===== src/rtl/serial_parity_rx_if.sv =====
// Serial bit stream in, assembled word plus parity/framing/reduction flags out.
interface serial_parity_rx_if #(
  parameter int DATA_W = 8
);
  logic              bit_in;
  logic              bit_valid;
  logic [DATA_W-1:0] data_out;
  logic              data_valid;
  logic              parity_err;
  logic              frame_err;
  logic              all_zero;
  logic              all_ones;
  logic              busy;

  modport master (
    output bit_in, bit_valid,
    input  data_out, data_valid, parity_err, frame_err, all_zero, all_ones, busy
  );

  modport slave (
    input  bit_in, bit_valid,
    output data_out, data_valid, parity_err, frame_err, all_zero, all_ones, busy
  );
endinterface


===== src/rtl/serial_parity_rx.sv =====
// Start/data/parity/stop frame receiver; assembles DATA_W-bit words LSB first and
// reports parity, framing and all-zero/all-ones flags once per completed frame.
module serial_parity_rx #(
  parameter int DATA_W     = 8,
  parameter int PARITY_ODD = 0
) (
  input  logic                clk,
  input  logic                rst_n,
  serial_parity_rx_if.slave   bus
);
  localparam int   CW  = (DATA_W > 1) ? $clog2(DATA_W) : 1;
  localparam logic POL = (PARITY_ODD != 0);

  typedef enum logic [1:0] {IDLE, DATA, PAR, STOP} state_t;

  state_t            state, state_nxt;
  logic [CW-1:0]     cnt;
  logic [DATA_W-1:0] shreg;
  logic              par_bit;
  logic              last_bit;

  logic [DATA_W-1:0] data_q;
  logic              valid_q, perr_q, ferr_q, az_q, ao_q;

  assign last_bit = (cnt == CW'(DATA_W - 1));

  always_ff @(posedge clk or negedge rst_n) begin
    if (!rst_n) state <= IDLE;
    else        state <= state_nxt;
  end

  always_comb begin
    state_nxt = state;
    if (bus.bit_valid) begin
      case (state)
        IDLE:    if (!bus.bit_in) state_nxt = DATA;
        DATA:    if (last_bit)    state_nxt = PAR;
        PAR:     state_nxt = STOP;
        STOP:    state_nxt = IDLE;
        default: state_nxt = IDLE;
      endcase
    end
  end

  // Strobe-qualified datapath; gaps (bit_valid=0) freeze everything but the pulse.
  always_ff @(posedge clk or negedge rst_n) begin
    if (!rst_n) begin
      cnt     <= '0;
      shreg   <= '0;
      par_bit <= 1'b0;
      data_q  <= '0;
      valid_q <= 1'b0;
      perr_q  <= 1'b0;
      ferr_q  <= 1'b0;
      az_q    <= 1'b0;
      ao_q    <= 1'b0;
    end else begin
      valid_q <= 1'b0;
      if (bus.bit_valid) begin
        case (state)
          IDLE: cnt <= '0;
          DATA: begin
            shreg <= {bus.bit_in, shreg[DATA_W-1:1]};
            cnt   <= cnt + 1'b1;
          end
          PAR:  par_bit <= bus.bit_in;
          STOP: begin
            data_q  <= shreg;
            perr_q  <= par_bit ^ (^shreg) ^ POL;
            ferr_q  <= ~bus.bit_in;
            az_q    <= ~|shreg;
            ao_q    <= &shreg;
            valid_q <= 1'b1;
          end
          default: cnt <= '0;
        endcase
      end
    end
  end

  assign bus.data_out   = data_q;
  assign bus.data_valid = valid_q;
  assign bus.parity_err = perr_q;
  assign bus.frame_err  = ferr_q;
  assign bus.all_zero   = az_q;
  assign bus.all_ones   = ao_q;
  assign bus.busy       = (state != IDLE);
endmodule

===== src/flat_wrapper.sv =====
// flat-port wrapper written by rule: the top's interface ports become plain ports
module serial_parity_rx_flat 
#(
  parameter int DATA_W     = 8,
  parameter int PARITY_ODD = 0
)
  (clk, rst_n, bus_bit_in, bus_bit_valid, bus_data_out, bus_data_valid, bus_parity_err, bus_frame_err, bus_all_zero, bus_all_ones, bus_busy);
  serial_parity_rx_if #(.DATA_W(DATA_W)) bus_i ();
  input  logic clk;
  input  logic rst_n;
  input wire logic [$bits(bus_i.bit_in)-1:0] bus_bit_in;
  input wire logic [$bits(bus_i.bit_valid)-1:0] bus_bit_valid;
  output wire logic [$bits(bus_i.data_out)-1:0] bus_data_out;
  output wire logic [$bits(bus_i.data_valid)-1:0] bus_data_valid;
  output wire logic [$bits(bus_i.parity_err)-1:0] bus_parity_err;
  output wire logic [$bits(bus_i.frame_err)-1:0] bus_frame_err;
  output wire logic [$bits(bus_i.all_zero)-1:0] bus_all_zero;
  output wire logic [$bits(bus_i.all_ones)-1:0] bus_all_ones;
  output wire logic [$bits(bus_i.busy)-1:0] bus_busy;
  assign bus_i.bit_in = bus_bit_in;
  assign bus_i.bit_valid = bus_bit_valid;
  assign bus_data_out = bus_i.data_out;
  assign bus_data_valid = bus_i.data_valid;
  assign bus_parity_err = bus_i.parity_err;
  assign bus_frame_err = bus_i.frame_err;
  assign bus_all_zero = bus_i.all_zero;
  assign bus_all_ones = bus_i.all_ones;
  assign bus_busy = bus_i.busy;
  serial_parity_rx #(.DATA_W(DATA_W), .PARITY_ODD(PARITY_ODD)) u_core (.clk(clk), .rst_n(rst_n), .bus(bus_i));
endmodule

===== config.mk =====
export PLATFORM = sky130hd
export DESIGN_NAME = serial_parity_rx_flat
export DESIGN_NICKNAME = d
export VERILOG_FILES = /design/src/rtl/serial_parity_rx_if.sv /design/src/rtl/serial_parity_rx.sv /design/src/flat_wrapper.sv
export SDC_FILE = /design/constraint.sdc
export NUM_CORES = 1
export LEC_CHECK = 0
export CORE_MARGIN = 3
export CORE_UTILIZATION = 47
export DETAILED_ROUTE_END_ITERATION = 12
export PLACE_DENSITY = 0.81
export SETUP_SLACK_MARGIN = 0.15
export SLEW_MARGIN = 5
export SYNTH_ARGS = -nofsm -noshare
export SYNTH_HDL_FRONTEND = slang
export SYNTH_SLANG_ARGS = --single-unit

===== constraint.sdc =====
create_clock -name clk -period 1.5 [get_ports clk]
set_clock_uncertainty 0.1 [all_clocks]
set_input_delay 0.45 -clock clk [delete_from_list [all_inputs] [get_ports clk]]
set_output_delay 0.45 -clock clk [all_outputs]
set_load 0.02 [all_outputs]

==> flow_metrics.env <==
export IMPL_drive_above_1_share=0.494
export IMPL_met2_usage=0.356
export IMPL_cts_sinks=27
export IMPL_worstPathMaxFanout=2
export IMPL_syn_to_final_growth_pct=61.2
export IMPL_avgViaCountPerCell=5.50
export IMPL_yosys_area_top_type_share=0.538
export IMPL_arrival_ns=1.14
export IMPL_stdcell_count=204
export IMPL_p_per_area_mw_per_mm2=2130
export IMPL_cts_inserted_buffers=3
export IMPL_syn_area_mm2=0.00125
export IMPL_utilization=0.809
export IMPL_wl_per_cell_um=18.9
export IMPL_post_dp_hpwl_um=1850
export IMPL_max_cap_violations=0
export IMPL_root_buffer="clkbuf_4"
export IMPL_hold_viol=0
export IMPL_synth_warnings=0
export IMPL_cts_tree="yes"
export IMPL_dr_pass1_iters=4
export IMPL_clock_fmax_ghz=0.593
export IMPL_nNetsFinal=193
export IMPL_worst_r2r_path_depth=5
export IMPL_cp_depth=4
export IMPL_synth_enable_flop_cells=0
export IMPL_syn_inst=116
export IMPL_die_area_mm2=0.00333
export IMPL_worst_hold_path_type="input pin to asynchronous set/reset pin"
export IMPL_end_kind="primary output"
export IMPL_dpl_cell_count=176
export IMPL_grt_first_pass_wirelength_um=4970
export IMPL_gr_usage_met1=0.217
export IMPL_synth_top_flop_cell="dfrtp_1"
export IMPL_cp_slowest_cell="dfrtp_1"
export IMPL_clock_latency_ns=0.34
export IMPL_syn_nets=134
export IMPL_drt_wl_total_um=3860
export IMPL_core_area_mm2=0.00250
export IMPL_p_leak_nw=1.01
export IMPL_status="complete, but fails checks"
export IMPL_path_cells="inv_2 -> ha_4 -> inv_2 -> buf_6"
export IMPL_ys_async_sr_fraction=1.00
export IMPL_grt_pass1_vias=1087
export IMPL_min_period_ns=1.69
export IMPL_antenna_found_initial=0
export IMPL_critPathTopFamily="flip-flops"
export IMPL_clk_path_buf_depth=2
export IMPL_finish_instance_area_mm2=0.00202
export IMPL_num_antenna_cells=0
export IMPL_ir_drop_mv=1.67
export IMPL_critPathKind="flip-flop to primary output"
export IMPL_worstMarginPinSlew_ns=0.282
export IMPL_ctsHoldBuffers=0
export IMPL_cts_clk_slew_worst_paths_ns=0.16
export IMPL_drtIter0Drc=61
export IMPL_io_buffers=17
export IMPL_crit_buf_inv=3
export IMPL_antenna_left=0
export IMPL_start_util=0.502
export IMPL_grt_overflow_total=0
export IMPL_die_y_um=57.7
export IMPL_grt_max_degree=28
export IMPL_drcViolationCount=0
export IMPL_yosys_cell_types_count=19
export IMPL_start_kind="flip-flop"
export IMPL_setup_ws_ns=-0.185
export IMPL_grt_usage=0.198
export IMPL_rows=18
export IMPL_finalCritPeriodShare=1.12
export IMPL_ys_ff_latch=27
export IMPL_io_pins=18
export IMPL_whs_ns=0.349
export IMPL_pre_cts_slack_ns=-0.382
export IMPL_max_slew_margin=0.811
export IMPL_placed_cell_area_mm2=0.00159
export IMPL_grt_busiest_layer="met2"
export IMPL_gp_congestion=0.797
export IMPL_rsz0062_at_grt="true"
export IMPL_ys_seq_area_frac=0.538
export IMPL_yosys_area_top_type="dfrtp_1"
export IMPL_grt_use_met3=0.0401
export IMPL_finalMaxSlewViolations=0
export IMPL_htreeDepth=1
export IMPL_max_stage_delay_ns=0.42
export IMPL_synth_most_common_cell="dfrtp_1"
export IMPL_setup_viol_count_final=5
export IMPL_synth_common_cells="dfrtp_1 (27), nand2_1 (23), o21ai_0 (21)"
export IMPL_synth_area_leaders="dfrtp_1 (54%), ha_1 (14%), o21ai_0 (8.4%), nand2_1 (6.9%), inv_1 (3.9%)"
export IMPL_die_w_um=57.7
export IMPL_cp_data_required_time_ns=0.95
export IMPL_failed_checks="negative setup slack"
export IMPL_vias=1123
export IMPL_syn_area_per_cell_um2=10.8
export IMPL_cpMostUsedCell="inv_2"
layout make-up:
type,instances,area (µm²)
flip-flops and latches,27,676
multi-input cells,72,654
repair buffers,57,577
fillers,114,477
inverters,14,52.6
well taps,30,37.5
clock buffers,4,26.3
power by group:
part           switching (mW)  internal, mW  total [mW]
combinational            1.27          1.49        2.76
sequential              0.217          1.00        1.22
clock                   0.234         0.105       0.339
metrics by stage:
stage,power [mW],TNS (ns)
2_1_floorplan,2.18,0
3_5_place_dp,2.94,-6.08
4_1_cts,3.82,-0.347
6_report,4.32,-0.572
3_3_place_gp,2.82,-5.39
5_1_grt,4.53,-0.789
registers in the layout, indices dropped and copies added (netlist names):
register,cells
u_core.shreg,8
u_core.cnt,3
u_core.bus.data_valid,1
u_core.par_bit,1
u_core.bus.all_zero,1
u_core.bus.data_out,8
u_core.bus.all_ones,1
u_core.state,2
u_core.bus.frame_err,1
u_core.bus.parity_err,1
what timing repair did:
action                     CTS  global route
pin swaps                   10             7
hold endpoints to repair     0             0
gates resized for setup    119            17
setup endpoints to repair   40            40
cloned                       1             2
buffers inserted            12             9
metal layers:
| metal | wire, µm | share of wire |
|---|---|---|
| met1 | 1370 | 0.36 |
| met3 | 211 | 0.055 |
| met4 | 224 | 0.058 |
| met5 | 0 | 0 |
| met2 | 2040 | 0.53 |
placed cells by master, fill, tap and decap left out, types with 6 or more instances in the layout:
| cell | n |
|---|---|
| o21ai_0 | 10 |
| dfrtp_1 | 27 |
| inv_2 | 8 |
| inv_1 | 6 |
| buf_6 | 20 |
| buf_4 | 29 |
| o21ai_1 | 6 |
| ha_1 | 8 |
| nand2_1 | 18 |
path summary, 6_finish.rpt:
path                                       from                     end  slack [ns]
worst max-delay path            u_core.state[0]                bus_busy       -0.19
worst min-delay path                      rst_n  u_core.bus.data_out[4]        0.35
worst max register to register  u_core.state[1]         u_core.state[1]       -0.14
worst min register to register    u_core.cnt[1]           u_core.cnt[1]        0.42
max in group asynchronous                 rst_n         u_core.shreg[5]        0.78
min in group clk                  u_core.cnt[1]           u_core.cnt[1]        0.42
cell families (layout without fill, tap and decap cells):
kind of cell	count (synthesis)	in the layout	share of synthesized area
adder cells (fa/ha/maj)	14	14	0.140
AO/OA/AOI/OAI	26	26	0.123
flip-flops	27	27	0.538
buffers and inverters	17	75	0.0588
multiplexers	3	3	0.0269
AND/OR/NAND/NOR	26	26	0.0817
XOR/XNOR	3	3	0.0319
Power figures use the tool's default switching activity.
==> edit 1, RTL diff (same settings) <==
Re-encode `state_t` (4 states) as one-hot, 4 bits wide.
--- a/src/rtl/serial_parity_rx.sv
+++ b/src/rtl/serial_parity_rx.sv
@@ -12,5 +12,5 @@
   localparam logic POL = (PARITY_ODD != 0);
 
-  typedef enum logic [1:0] {IDLE, DATA, PAR, STOP} state_t;
+  typedef enum logic [3:0] {IDLE = 4'b0001, DATA = 4'b0010, PAR = 4'b0100, STOP = 4'b1000} state_t;
 
   state_t            state, state_nxt;
Check against the original RTL: no difference found for any inputs over 10 cycles, from zero or initial values and one cycle with rst_n low; not proved beyond that.
==> edit 1 against the original RTL <==
- the flow still finishes with violations (negative setup slack)
- synthesized cell count down 4.3%
- area after synthesis up 17%
- design area grew 14%
- total power decreased by 24%
- core utilization shrank 0.98 points
- wire length down 12%
- setup slack worse by 0.065 ns
- sequential cell count grew 2
- critical path depth rose by 1
- critical path type is now reg2reg
- critical endpoint is now u_core.bus.parity_err
- largest cell class is now multi-input gates
==> edit 1: results (changes against the original RTL) <==
stage	metric	value	unit	change
layout	layout cell share with drive strength beyond 1	57.9	%	+8.5 points
status	failing checks	negative setup slack		
yosys	xor/xnor cell area share of the yosys netlist	3.31	%	+0.12 points
sta	# setup viols final	25		+20
sta	final worst-path cycle share	117	%	+4.4 points
global_routing	met1 usage	21.6	%	-0.14 points
drt	Vias/cell	4.96		-9.9%
power	Comb power	1780	uW	-36%
drt	routed wire length	3390	um	-12%
status	run status	finished with violations		
drt	via count	1116		-0.62%
drt	detailed router's first-iteration violation count	25		-59%
drt	M1 wire length	1390	um	+1.3%
power	switching fraction of total power	34.1	%	-5.8 points
power	clock group power	450	uW	+33%
yosys	cell count after synthesis	111		-4.3%
layout	# fillers	168		+47%
setup_path	Data arrival, critical path	1.87	ns	+0.73 ns
clocking	# H-tree levels	2		+1
placed_design	post-DP HPWL	2010	um	+8.7%
sta	setup ws final	-0.251	ns	-0.0654 ns
global_routing	largest net degree at the start of global routing	30		+7.1%
yosys	mux cell area share after synthesis	17.8	%	+15 points
yosys	post-synthesis cell type count	34		+15
yosys	Synth Net Count	125		-6.7%
placed_design	Post-DP Area	1930	sq um	+21%
placed_design	RD Place Congestion	0.773		-3.0%
[edit 1: cell types whose count changed after synthesis, sizes merged, moves of 3 or more]
cell    delta
mux2i     +10
nand2     -21
ha         -4
o21ai     -17
nand2b     +3
mux2       +9
[edit 1: per-stage QoR]
step           power [uW]  hold slack [ns]
6_report             3270            0.378
5_1_grt              3470            0.371
4_1_cts              3070            0.374
3_5_place_dp         2380            0.384
3_3_place_gp         2340            0.376
2_1_floorplan        1820           0.0544
[edit 1: area by class of cell]
cell class | instances | area [sq um] | share of cell area [%]
Clock buffer | 6 | 41.3 | 1.80
Clock inverter | 2 | 10.0 | 0.435
Inverter | 14 | 52.6 | 2.29
Multi-Input combinational cell | 64 | 772 | 33.6
Sequential cell | 29 | 727 | 31.6
Tap cell | 42 | 52.6 | 2.29
Timing Repair Buffer | 68 | 644 | 28.0
[edit 1: final timing paths]
kind / startpoint / end / slack [ns] / cells past startpoint
max in group asynchronous: rst_n / u_core.state[0] / 0.68 / 2
setup reg to reg: u_core.shreg[3] / u_core.bus.parity_err / -0.25 / 5
hold / removal: rst_n / u_core.shreg[0] / 0.38 / 2
min in group clk: u_core.bus.data_out[7] / u_core.bus.data_out[7] / 0.44 / 1
setup / recovery: u_core.shreg[3] / u_core.bus.parity_err / -0.25 / 5
hold reg to reg: u_core.bus.data_out[7] / u_core.bus.data_out[7] / 0.44 / 1
[edit 1: what timing repair did]
item                                    in CTS  in global routing
pin swaps                                   13                  4
gates resized for setup                    108                  4
endpoints found under the setup margin      41                 43
setup buffers                               16                  4
hold buffers                                 0                  0
gates cloned                                 1                  0
[edit 1: critical path, cell delays in order, from the launching register on]
cell and delay (ns):
dfrtp_1 0.38, inv_2 0.06, ha_4 0.25, xnor3_1 0.41, xnor2_2 0.16, mux2_4 0.28
==> edit 2, RTL diff (same settings) <==
Without the edit above. `DATA_W` is set to 8 in 3 places; all go to 16.
--- a/src/rtl/serial_parity_rx_if.sv
+++ b/src/rtl/serial_parity_rx_if.sv
@@ -1,5 +1,5 @@
 // Serial bit stream in, assembled word plus parity/framing/reduction flags out.
 interface serial_parity_rx_if #(
-  parameter int DATA_W = 8
+  parameter int DATA_W = 16
 );
   logic              bit_in;
--- a/src/rtl/serial_parity_rx.sv
+++ b/src/rtl/serial_parity_rx.sv
@@ -2,5 +2,5 @@
 // reports parity, framing and all-zero/all-ones flags once per completed frame.
 module serial_parity_rx #(
-  parameter int DATA_W     = 8,
+  parameter int DATA_W     = 16,
   parameter int PARITY_ODD = 0
 ) (
--- a/src/flat_wrapper.sv
+++ b/src/flat_wrapper.sv
@@ -2,5 +2,5 @@
 module serial_parity_rx_flat 
 #(
-  parameter int DATA_W     = 8,
+  parameter int DATA_W     = 16,
   parameter int PARITY_ODD = 0
 )
Interface: changed (resized bus_data_out); port bits go from 18 to 26. The function was not compared with the original's and may differ.
==> edit 2 against the original RTL <==
- the flow finishes with violations (negative hold slack, negative setup slack)
- wire length rose by 68%
- final cell count rose by 69%
- setup slack got worse by 0.11 ns
- design area is 69% higher
- total power increased by 87%
- die area increased by 55%
- sequential cell count rose by 17
- area after synthesis rose by 62%
- sequential power up 71%
- clock power up 140%
- core utilization is 2.9 points higher
- largest power group unchanged
==> edit 2: results (changes against the original RTL) <==
stage	metric	value	unit	change
yosys	Post-synth ARST share	100	%	unchanged
sta	Final Hold Viols	2		+2
setup_path	Crit Path Max Fanout	3		+1
global_routing	GRT Resource Usage Total	19.3	%	-0.46 points
yosys	Syn. warnings	0		unchanged
clocking	CTS clk-pin slew, worst paths	0.09	ns	-0.07 ns
sta	# setup viols final	7		+2
worst_hold_path	Worst Hold Class	in2async		
sta	Worst Max-Slew Pin Slew	0.366	ns	+0.0839 ns
layout	ANT cells	0		unchanged
power	P_leak	0.00167	uW	+65%
sta	setup ws final	-0.293	ns	-0.108 ns
sta	smallest hold slack	-0.00601	ns	-0.355 ns
power	switching power	3210	uW	+86%
global_routing	largest net degree at the start of global routing	45		+61%
status	run status	finished with violations		
clocking	CTS Root Buffer Type	clkbuf_8		
drt	detailed router's first-iteration violation count	117		+92%
layout	layout cell share with drive strength beyond 1	55.6	%	+6.2 points
drt	routed wire length	6470	um	+68%
drt	drt first pass iters	4		unchanged
placed_design	RD Place Congestion	0.773		-3.1%
clocking	Clock Path Buffers	2		unchanged
yosys	post-synthesis cell type count	20		+1
yosys	Synth Net Count	224		+67%
placed_design	post-DP HPWL	2980	um	+61%
setup_path	Data arrival, critical path	1.89	ns	+0.75 ns
power	Peak VDD IR	1430	uV	-14%
status	failing checks	negative hold slack, negative setup slack		
clocking	Clock Latency Late Sink	0.32	ns	-0.02 ns
drt	Vias/cell	5.40		-1.9%
layout	# fillers	205		+80%
placed_design	Port Buf Inserts	25		+8
clocking	# H-tree levels	2		+1
yosys	sequential fraction of the synthesis area	54.2	%	+0.35 points
yosys	synth top area cells	dfrtp_1, ha_1, o21ai_0		
global_routing	first-pass GRT wire length	7650	um	+54%
placed_design	post-place setup slack	-0.315	ns	+0.0670 ns
clocking	CTS buffer count	5		+2
yosys	most instantiated cells after synthesis	dfrtp_1, nand2_1, o21ai_0, ha_1, inv_1		
global_routing	initial antenna violation count	0		unchanged
layout	nets	319		+65%
global_routing	vias in the first global route	1629		+50%
yosys	top_reg_cell synth	dfrtp_1		
edit 2: final timing paths:
kind,slack (ns),end,cells after the start,from
worst min register to register,0.42,u_core.bus.data_out[14],2,u_core.bus.data_out[14]
worst max register to register,-0.29,u_core.bus.parity_err,6,u_core.shreg[8]
max in group asynchronous,1.09,u_core.state[0],2,rst_n
min in group clk,0.42,u_core.bus.data_out[14],2,u_core.bus.data_out[14]
worst max-delay path,-0.29,u_core.bus.parity_err,6,u_core.shreg[8]
worst min-delay path,-0.006,u_core.shreg[4],2,rst_n
edit 2: power groups by stage:
| stage | logic, uW | registers [uW] | clock network, uW |
|---|---|---|---|
| finish | 5170 | 2090 | 801 |
| global route | 5490 | 2130 | 852 |
| CTS | 3810 | 2010 | 773 |
| detailed placement | 3300 | 1970 | 0 |
| global placement | 3180 | 1950 | 0 |
| floorplan | 1600 | 2240 | 0 |
edit 2: repair_timing:
action / in CTS / in global routing
cloned: 1 / 7
pin swaps: 8 / 21
endpoints found under the setup margin: 64 / 61
gates resized for setup: 153 / 90
setup buffers: 9 / 17
edit 2: stage by stage:
stage	instance area (sq um)	instances	setup TNS [ns]	utilization (%)	total power, uW
2_1_floorplan	2060	199	-0.158	-	3850
3_3_place_gp	2640	303	-9.72	64.6	5130
3_5_place_dp	2640	303	-10.13	64.6	5270
4_1_cts	2940	321	-0.319	71.9	6600
5_1_grt	3430	345	-1.17	83.8	8470
6_report	3430	345	-0.666	83.8	8060
edit 2: layout make-up:
cell class                      instances  area share [%]
Multi-Input combinational cell        126            33.2
Sequential cell                        44            32.1
Timing Repair Buffer                   96            27.9
Clock buffer                            8            2.63
Inverter                               21            2.30
Tap cell                               50            1.83
edit 2: kinds of logic after synthesis:
group | Yosys count | share of synthesized area (%)
compound gates | 43 | 11.6
mux | 3 | 1.66
flops | 44 | 54.2
simple gates | 52 | 10.5
buf+inv | 29 | 5.42
fa+ha+maj | 21 | 12.9
xor+xnor | 7 | 3.69
edit 2: per-layer routing:
layer	GRT usage (%)	routed length, um
met5	0	0
met4	5.01	335
met3	4.63	292
met2	31.7	3270
met1	25.7	2570
edit 2: critical path, cell delays in order, from the launching register on:
cell and delay [ns]:
dfrtp_1 0.39, inv_2 0.10, ha_4 0.21, xnor2_2 0.19, xnor3_1 0.43, xnor2_1 0.18
o21ai_1 0.08
